--- src/rtl/bmem_arbiter.sv ---
// Single-port tile-memory arbiter: VGA fetch, buffered game writes and game reads share one port.
// VGA wins during active video; game reads wait until every buffered write has drained.
module bmem_arbiter #(
  parameter int unsigned AddrW     = 10,
  parameter int unsigned DataW     = 4,
  parameter int unsigned FifoDepth = 4,
  localparam int unsigned PtrW     = $clog2(FifoDepth),
  localparam int unsigned CntW     = PtrW + 1
) (
  input  logic             clk_i,
  input  logic             rst_ni,
  input  logic             vga_blank_i,
  input  logic             vga_re_i,
  input  logic [AddrW-1:0] vga_raddr_i,
  output logic [DataW-1:0] vga_rdata_o,
  output logic             vga_rvalid_o,
  input  logic             wr_valid_i,
  output logic             wr_ready_o,
  input  logic [AddrW-1:0] wr_addr_i,
  input  logic [DataW-1:0] wr_data_i,
  input  logic             rd_valid_i,
  output logic             rd_ready_o,
  input  logic [AddrW-1:0] rd_addr_i,
  output logic [DataW-1:0] rd_data_o,
  output logic             rd_resp_o,
  output logic [CntW-1:0]  fifo_count_o,
  output logic             mem_en_o,
  output logic             mem_we_o,
  output logic [AddrW-1:0] mem_addr_o,
  output logic [DataW-1:0] mem_wdata_o,
  input  logic [DataW-1:0] mem_rdata_i
);

  typedef enum logic [1:0] {OwnNone, OwnVga, OwnGame} owner_e;

  // Write buffer storage and pointers
  logic [AddrW-1:0] fifo_addr_q [FifoDepth];
  logic [DataW-1:0] fifo_data_q [FifoDepth];
  logic [PtrW-1:0]  wptr_q, wptr_d;
  logic [PtrW-1:0]  rptr_q, rptr_d;
  logic [CntW-1:0]  count_q, count_d;

  owner_e           owner_q, owner_d;
  logic [DataW-1:0] rd_data_q, rd_data_d;
  logic             rd_resp_q, rd_resp_d;

  logic             push, pop, fifo_busy;
  logic             gnt_vga, gnt_fifo, gnt_rd;
  logic [AddrW-1:0] head_addr;
  logic [DataW-1:0] head_data;

  assign fifo_busy  = (count_q != '0);
  assign wr_ready_o = (count_q < CntW'(FifoDepth));
  assign push       = wr_valid_i & wr_ready_o;
  assign pop        = gnt_fifo;
  assign head_addr  = fifo_addr_q[rptr_q];
  assign head_data  = fifo_data_q[rptr_q];

  // One owner per cycle; nothing is granted while reset is held so the port stays idle.
  always_comb begin
    gnt_vga  = 1'b0;
    gnt_fifo = 1'b0;
    gnt_rd   = 1'b0;
    if (rst_ni) begin
      if (!vga_blank_i) begin
        if (vga_re_i) begin
          gnt_vga = 1'b1;
        end else if (fifo_busy) begin
          gnt_fifo = 1'b1;
        end else if (rd_valid_i) begin
          gnt_rd = 1'b1;
        end
      end else begin
        if (fifo_busy) begin
          gnt_fifo = 1'b1;
        end else if (rd_valid_i) begin
          gnt_rd = 1'b1;
        end else if (vga_re_i) begin
          gnt_vga = 1'b1;
        end
      end
    end
  end

  always_comb begin
    mem_en_o    = gnt_vga | gnt_fifo | gnt_rd;
    mem_we_o    = gnt_fifo;
    mem_addr_o  = vga_raddr_i;
    mem_wdata_o = head_data;
    rd_ready_o  = gnt_rd;
    if (gnt_fifo) begin
      mem_addr_o = head_addr;
    end else if (gnt_rd) begin
      mem_addr_o = rd_addr_i;
    end
  end

  always_comb begin
    wptr_d  = wptr_q;
    rptr_d  = rptr_q;
    count_d = count_q;
    if (push) begin
      wptr_d = wptr_q + PtrW'(1);
    end
    if (pop) begin
      rptr_d = rptr_q + PtrW'(1);
    end
    case ({push, pop})
      2'b10:   count_d = count_q + CntW'(1);
      2'b01:   count_d = count_q - CntW'(1);
      default: count_d = count_q;
    endcase
  end

  // Response tag follows the read owner; the tagged cycle sees mem_rdata for that read.
  always_comb begin
    owner_d   = OwnNone;
    rd_data_d = rd_data_q;
    rd_resp_d = 1'b0;
    if (gnt_vga) begin
      owner_d = OwnVga;
    end else if (gnt_rd) begin
      owner_d = OwnGame;
    end
    if (owner_q == OwnGame) begin
      rd_data_d = mem_rdata_i;
      rd_resp_d = 1'b1;
    end
  end

  always_ff @(posedge clk_i) begin
    if (!rst_ni) begin
      wptr_q    <= '0;
      rptr_q    <= '0;
      count_q   <= '0;
      owner_q   <= OwnNone;
      rd_data_q <= '0;
      rd_resp_q <= 1'b0;
    end else begin
      wptr_q    <= wptr_d;
      rptr_q    <= rptr_d;
      count_q   <= count_d;
      owner_q   <= owner_d;
      rd_data_q <= rd_data_d;
      rd_resp_q <= rd_resp_d;
    end
  end

  // Buffer payload needs no reset; occupancy is tracked by the pointers.
  always_ff @(posedge clk_i) begin
    if (push) begin
      fifo_addr_q[wptr_q] <= wr_addr_i;
      fifo_data_q[wptr_q] <= wr_data_i;
    end
  end

  assign vga_rvalid_o = (owner_q == OwnVga);
  assign vga_rdata_o  = mem_rdata_i;
  assign rd_data_o    = rd_data_q;
  assign rd_resp_o    = rd_resp_q;
  assign fifo_count_o = count_q;

endmodule

--- config.mk ---
export PLATFORM = sky130hd
export DESIGN_NAME = bmem_arbiter
export DESIGN_NICKNAME = d
export VERILOG_FILES = /design/src/rtl/bmem_arbiter.sv
export SDC_FILE = /design/constraint.sdc
export NUM_CORES = 1
export LEC_CHECK = 0
export ABC_AREA = 0
export CORE_MARGIN = 2
export CORE_UTILIZATION = 53
export CTS_CLUSTER_SIZE = 10
export DETAILED_ROUTE_END_ITERATION = 16
export GPL_TIMING_DRIVEN = 0
export HOLD_SLACK_MARGIN = 0.06
export PLACE_DENSITY = 0.89
export SLEW_MARGIN = 20
export SYNTH_ARGS = -nofsm -noshare
export SYNTH_HDL_FRONTEND = slang
export SYNTH_SLANG_ARGS = --single-unit
--- constraint.sdc ---
create_clock -name clk_i -period 4.8 [get_ports clk_i]
set_clock_uncertainty 0.1 [all_clocks]
set_input_delay 0.72 -clock clk_i [delete_from_list [all_inputs] [get_ports clk_i]]
set_output_delay 0.72 -clock clk_i [all_outputs]
set_load 0.005 [all_outputs]
==> impl_metrics.ini, run 1 <==
[status]
status = finished clean

[drt]
wl_met2_um = 3358
wl_per_cell_um = 18.39
post-route-drc-count = 0
drt_iter0_markers = 125
wl_um = 6346
num_vias = 1868
dr.pass1.iters = 4
top_layer_used = met4
wl_met3_um = 412
ant_nets = 0
drt-met1-wl_um = 2434
viasPerCell = 5.414

[clock_network]
cts_max_path_buffers = 2
clock_latency_ns = 0.33
cts.repair.resized = 0
cts_made_buffers = 9
ctsRootBufferMaster = clkbuf_8
tritoncts = done
htree_levels = 3
cts_sinks = 72
post_cts_buffers = 0
clkTransAtPathRegs_ns = 0.08
cts_hold_buf = 0

[synthesis]
synth_nets = 234
syn_area_um2 = 3044
synth_area_leader_cell = edfxtp_1
synth_top_area_share_pct = 55.24
synth_cell_type_count = 34
synth_edf_count = 56
synth_area_leaders = edfxtp_1 (55%), dfxtp_1 (11%), mux4_2 (10%), o22ai_2 (3.3%), a2bb2oi_1 (2.9%)
yosysSeqAreaShare_pct = 65.76
avgSynthCellArea_um2 = 16.54
synth-seq-cells = 72
synthCells = 184
ys_warn_count = 0
async_reset_ff_share_pct = 0
synth_ff_type = edfxtp_1

[worst_setup_path]
r2r_setup_slack_ns = 2.14
slowest_delay_ns = 0.65
critPathKind = in2out
critical_path.top_delay_family = buffers and inverters
path_cells = clkdlybuf4s50_1, inv_1, nor2_1, a2bb2oi_1, clkdlybuf4s50_1
critical_path_arrival_ns = 2.79
crit_buf_inv = 3
worst-r2r-cell-count = 9
r2r-start = fifo_count_o[2]$_SDFFE_PN0P_
cpMostUsedCell = clkdlybuf4s50_1
cp.required_ns = 3.98
cp_max_fo = 10
crit_path_start_kind = input port
reg2reg_to = fifo_count_o[2]$_SDFFE_PN0P_
endpoint_kind = output pin
critPathSlowestCell = nor2_1

[global_route]
antenna_found_initial = 0
grt-ovfl-total = 0
grt_start_max_net_pins = 15
grt_pass1_wl_um = 9791
track_usage_pct = 21.53
grt_pass1_vias = 1977

[sta]
fin_hold_ws_ns = 0.3750
max_freq_ghz = 0.2770
finalMaxSlewViolations = 0
setup_tns_ns = 0
min_period_ns = 3.610
rsz0062_at_grt = false
finalHoldViolations = 0
setup_violations = 0
worst_pin_slew_ns = 0.7965
maxSlewHeadroom_pct = 46.70
timing.final.crit_share_pct = 75.21

[place]
io_buffers = 74
gp_congestion = 0.7090
placed_cells = 330
hpwlAfterDp_um = 4411

[final_layout]
final_layout_size_suffix_gt1_share_pct = 18.32
antenna_cells = 0
syn_to_final_growth_pct = 34.20
fin_nets = 319
final_cells = 345

[die]
rows = 27
die_h_um = 79.79
core_area_um2 = 5540
initial_utilization_pct = 54.95
ioPinCount = 75
die-area_um2 = 6366
die_w_um = 79.79

[power]
vdd_ir_drop_max_mv = 0.2630
power_frac_clock_pct = 26.0
power.internal_mw = 1.407
power_density_nw_per_um2 = 477.8
p_sw_share_pct = 27.90
comb_power_share_pct = 33.1
leakagePower_nw = 1.424
power.switching_mw = 0.5446
pwr-share-seq_pct = 40.9

[hold_path]
worstHoldPathCells = 1
hp-start = rptr_q[1]$_SDFFE_PN0N_
hp-class = reg2reg

[job]
cap_violations = 0
## kinds of logic after synthesis
family | Yosys count | share of synthesized area, %
flip-flops | 72 | 65.76
AND/OR/NAND/NOR | 34 | 6.166
AO/OA/AOI/OAI | 28 | 8.138
buffers and inverters | 21 | 4.028
multiplexers | 20 | 12.33
adder cells (fa/ha/maj) | 6 | 2.713
XOR/XNOR | 3 | 0.8633
## worst register-to-register path, cell delays in order (launching register included)
cell and delay [ns]:
dfxtp_1 0.46, nor3_1 0.15, buf_4 0.21, nor2_1 0.25, ha_1 0.24, inv_1 0.06, fa_1 0.37, xor2_1 0.16
or3_2 0.40, a21oi_1 0.19
## cell usage after synthesis, types with 2 or more instances
master and count:
edfxtp_1 56, dfxtp_1 16, mux4_2 14, nor2_1 14, a2bb2oi_1 10, inv_1 8
o22ai_2 8, mux2i_1 6, and2_1 5, buf_4 5, ha_1 5, a21oi_1 4
buf_6 3, nor2b_1 3, buf_2 2, clkbuf_1 2, nand2_1 2, nor3_1 2
o21ai_0 2, o22ai_1 2, xor2_1 2
## placed cells by master, fill, tap and decap left out, drive strengths merged, types with 6 or more instances in the layout
cell type / count
clkdlybuf4s50: 74
edfxtp: 56
dfxtp: 16
nor2: 14
mux4: 14
clkbuf: 12
buf: 11
a2bb2oi: 10
o22ai: 10
inv: 8
mux2i: 6
## routing by layer
layer / vias to the layer above / GRT usage, %
met5: - / 0
met4: 0 / 11.02
met3: 15 / 5.317
met2: 77 / 36.97
met1: 891 / 25.08
li1: 885 / -
## per-stage QoR
| step | setup WS [ns] | cell area (um^2) | power, mW | utilization [%] |
|---|---|---|---|---|
| final | 1.190 | 4085 | 1.952 | 73.74 |
| after CTS | 1.247 | 4085 | 1.967 | 73.74 |
| after detailed placement | 1.223 | 3875 | 1.460 | 69.94 |
| after global placement | 1.343 | 3875 | 1.434 | 69.94 |
| after floorplan | 2.267 | 3044 | 1.199 | - |
| after global routing | 1.146 | 4085 | 2.045 | 73.74 |
## power by group through the flow
stage          combinational, mW  sequential, mW  clock, mW
6_report                   0.647           0.798      0.507
5_1_grt                    0.702           0.807      0.536
4_1_cts                    0.655           0.799      0.514
3_5_place_dp               0.649           0.811          0
3_3_place_gp               0.630           0.804          0
2_1_floorplan              0.400           0.799          0
## how the worst max path moves through the flow
stage                start                            to  slack, ns  cells after the start
2_1_floorplan  vga_blank_i  fifo_count_o[2]$_SDFFE_PN0P_       2.27                      9
3_3_place_gp        rst_ni                 mem_addr_o[4]       1.34                      5
3_5_place_dp        rst_ni                 mem_addr_o[1]       1.22                      5
4_1_cts             rst_ni                 mem_addr_o[1]       1.25                      5
5_1_grt             rst_ni                 mem_addr_o[0]       1.15                      5
6_report            rst_ni                 mem_addr_o[1]       1.19                      5
## area by class of cell
class                      count  area, um^2
clock inverter                 5       82.58
clock buffer                  10       127.6
fill                         350        1455
sequential                    72        2002
buffer                        13       92.59
tap                           72       90.09
inverter                       8       30.03
timing repair buffer          74       740.7
multi-input combinational     91       919.6
## flip-flops by register name, indices dropped and copies added, names as in the netlist, named ones only
register	cells
rptr_q	2
fifo_addr_q	40
rd_data_o	4
fifo_data_q	16
wptr_q	2
owner_q	2
rd_resp_o	1
fifo_count_o	3
Note: power is estimated with default switching activity, not from simulation.
==> run 2, diff against run 1 <==
--- a/config.mk
+++ b/config.mk
@@ -7,12 +7,12 @@
 export LEC_CHECK = 0
 export ABC_AREA = 0
 export CORE_MARGIN = 2
-export CORE_UTILIZATION = 53
+export CORE_UTILIZATION = 44
 export CTS_CLUSTER_SIZE = 10
 export DETAILED_ROUTE_END_ITERATION = 16
 export GPL_TIMING_DRIVEN = 0
 export HOLD_SLACK_MARGIN = 0.06
-export PLACE_DENSITY = 0.89
+export PLACE_DENSITY = 0.79
 export SLEW_MARGIN = 20
 export SYNTH_ARGS = -nofsm -noshare
 export SYNTH_HDL_FRONTEND = slang
==> constraint.sdc (replaced) <==
create_clock -name clk_i -period 2.9 [get_ports clk_i]
set_clock_uncertainty 0.1 [all_clocks]
set_input_delay 0.435 -clock clk_i [delete_from_list [all_inputs] [get_ports clk_i]]
set_output_delay 0.435 -clock clk_i [all_outputs]
set_load 0.005 [all_outputs]
==> run 2 against run 1 <==
  * Worst hold slack lost 0.00063 ns
  * Routed wire length fell by 2.4%
  * Highest routed layer unchanged
  * Critical endpoint is now mem_addr_o[5]
  * Count of clock-buffer cells in the layout unchanged
  * Clock power rose by 66%
==> impl_metrics.ini, run 2 (synthesis results as in run 1) <==
[status]
status = finished clean

[power]
power.total_mw = 3.232
power_density_nw_per_um2 = 789.4
leakagePower_nw = 1.420
vdd_ir_drop_max_mv = 0.5501

[clock_network]
post_cts_buffers = 0
cts_sinks = 72
clock_latency_ns = 0.35
tritoncts = done
cts_max_path_buffers = 2
cts_made_buffers = 9
ctsRootBufferMaster = clkbuf_8
clkTransAtPathRegs_ns = 0.07
cts_hold_buf = 0
htree_levels = 3

[final_layout]
final_cell_mix = clkdlybuf4s50_1 (73), edfxtp_1 (56), dfxtp_1 (16)
syn_to_final_growth_pct = 34.48
final_layout_size_suffix_gt1_share_pct = 18.38
mostFrequentLayoutCell = clkdlybuf4s50_1
fin_nets = 318
largest_reg_flops = 40
fillCellCount = 520
utilization_pct = 60.59
final_cells = 352
antenna_cells = 0
top_register = fifo_addr_q
fin_area_um2 = 4094

[sta]
rsz0062_at_grt = false
setup_violations = 0
timing.final.crit_share_pct = 97.00
max_freq_ghz = 0.3555
min_period_ns = 2.813
setup_tns_ns = 0
worst_pin_slew_ns = 0.7622
fin_hold_ws_ns = 0.3744
worst_slack_ns = 0.08686
finalHoldViolations = 0
finalMaxSlewViolations = 0
maxSlewHeadroom_pct = 49.19

[drt]
post-route-drc-count = 0
wl_um = 6192
ant_nets = 0
dr.pass1.iters = 4
drt_iter0_markers = 68
viasPerCell = 5.259
wl_per_cell_um = 17.59
num_vias = 1851

[global_route]
grt_pass1_wl_um = 9749
antenna_found_initial = 0
grt_pass1_vias = 1865
grt-ovfl-total = 0
track_usage_pct = 17.69
grt_start_max_net_pins = 15

[worst_setup_path]
endpoint_kind = output pin
r2r-start = fifo_count_o[2]$_SDFFE_PN0P_
reg2reg_to = fifo_count_o[2]$_SDFFE_PN0P_
r2r_setup_slack_ns = 0.35
critPathKind = in2out
cp.required_ns = 2.37
cp_max_fo = 10
worst-r2r-cell-count = 9
critical_path_arrival_ns = 2.28
crit_path_start_kind = input port

[die]
rows = 30
die_h_um = 87.18
die_w_um = 87.18
die-area_um2 = 7599
ioPinCount = 75
initial_utilization_pct = 45.06
core_area_um2 = 6756

[place]
io_buffers = 74
hpwlAfterDp_um = 4277
place_area_um2 = 3885
gp_congestion = 0.7414
placed_cells = 338
pre_cts_ws_ns = -0.1527

[hold_path]
hp-class = reg2reg
hp-start = rptr_q[1]$_SDFFE_PN0N_
worstHoldPathCells = 1

[job]
cap_violations = 0
-- run 2: changes by cell type in the layout (fill, tap and decap cells not counted) --
cell,delta
buf_6,-1
clkdlybuf4s50_1,-1
clkinv_1,+1
clkinv_2,-1
clkinv_4,-1
dlygate4sd2_1,+1
inv_6,+1
nor2_1,-1
nor2_4,+1
nor3_1,-1
nor3_2,+1
-- run 2: per-layer routing --
layer	routed length [um]	track usage, %	vias up	share of wire, %
met5	0	0	-	0
met3	595	8.057	6	9.6
li1	-	-	875	-
met1	2685	22.99	888	43
met2	2852	27.41	82	46
met4	59	4.196	0	0.95
-- run 2: critical path, stage by stage --
cell and delay [ns]:
clkdlybuf4s50_1 0.50, nand2b_1 0.16, o211a_1 0.15, buf_2 0.24
a2bb2oi_1 0.24, clkdlybuf4s50_1 0.54
-- run 2: cell type report --
cell class                 instances  area, um^2  share of cell area (%)
inverter                           8       30.03                  0.7335
sequential                        72        2002                   48.90
buffer                            12       81.33                   1.987
clock buffer                      10       127.6                   3.117
clock inverter                     5       81.33                   1.987
multi-input combinational         91       932.1                   22.77
tap                               80       100.1                   2.445
timing repair buffer              74       739.5                   18.06
-- run 2: power breakdown --
part	internal [mW]	switching, mW	leakage, nW
combinational	0.592	0.479	0.671
clock	0.481	0.359	0.104
sequential	1.25	0.0691	0.645
total	2.32	0.908	1.42
-- run 2: worst max-delay path by stage --
stage | cells after the start | to | start | slack (ns)
floorplan | 9 | fifo_count_o[2]$_SDFFE_PN0P_ | fifo_count_o[2]$_SDFFE_PN0P_ | 0.60
global placement | 5 | mem_addr_o[5] | rst_ni | -0.14
detailed placement | 5 | mem_addr_o[1] | rst_ni | -0.15
CTS | 5 | mem_addr_o[1] | fifo_count_o[2]$_SDFFE_PN0P_ | 0.04
global route | 6 | mem_addr_o[5] | vga_blank_i | 0.02
finish | 6 | mem_addr_o[5] | vga_blank_i | 0.09
-- run 2: repair_timing --
action / in CTS / in global routing
gates resized for setup: 2 / 2
endpoints found under the setup margin: 10 / 7
pin swaps: 0 / 0
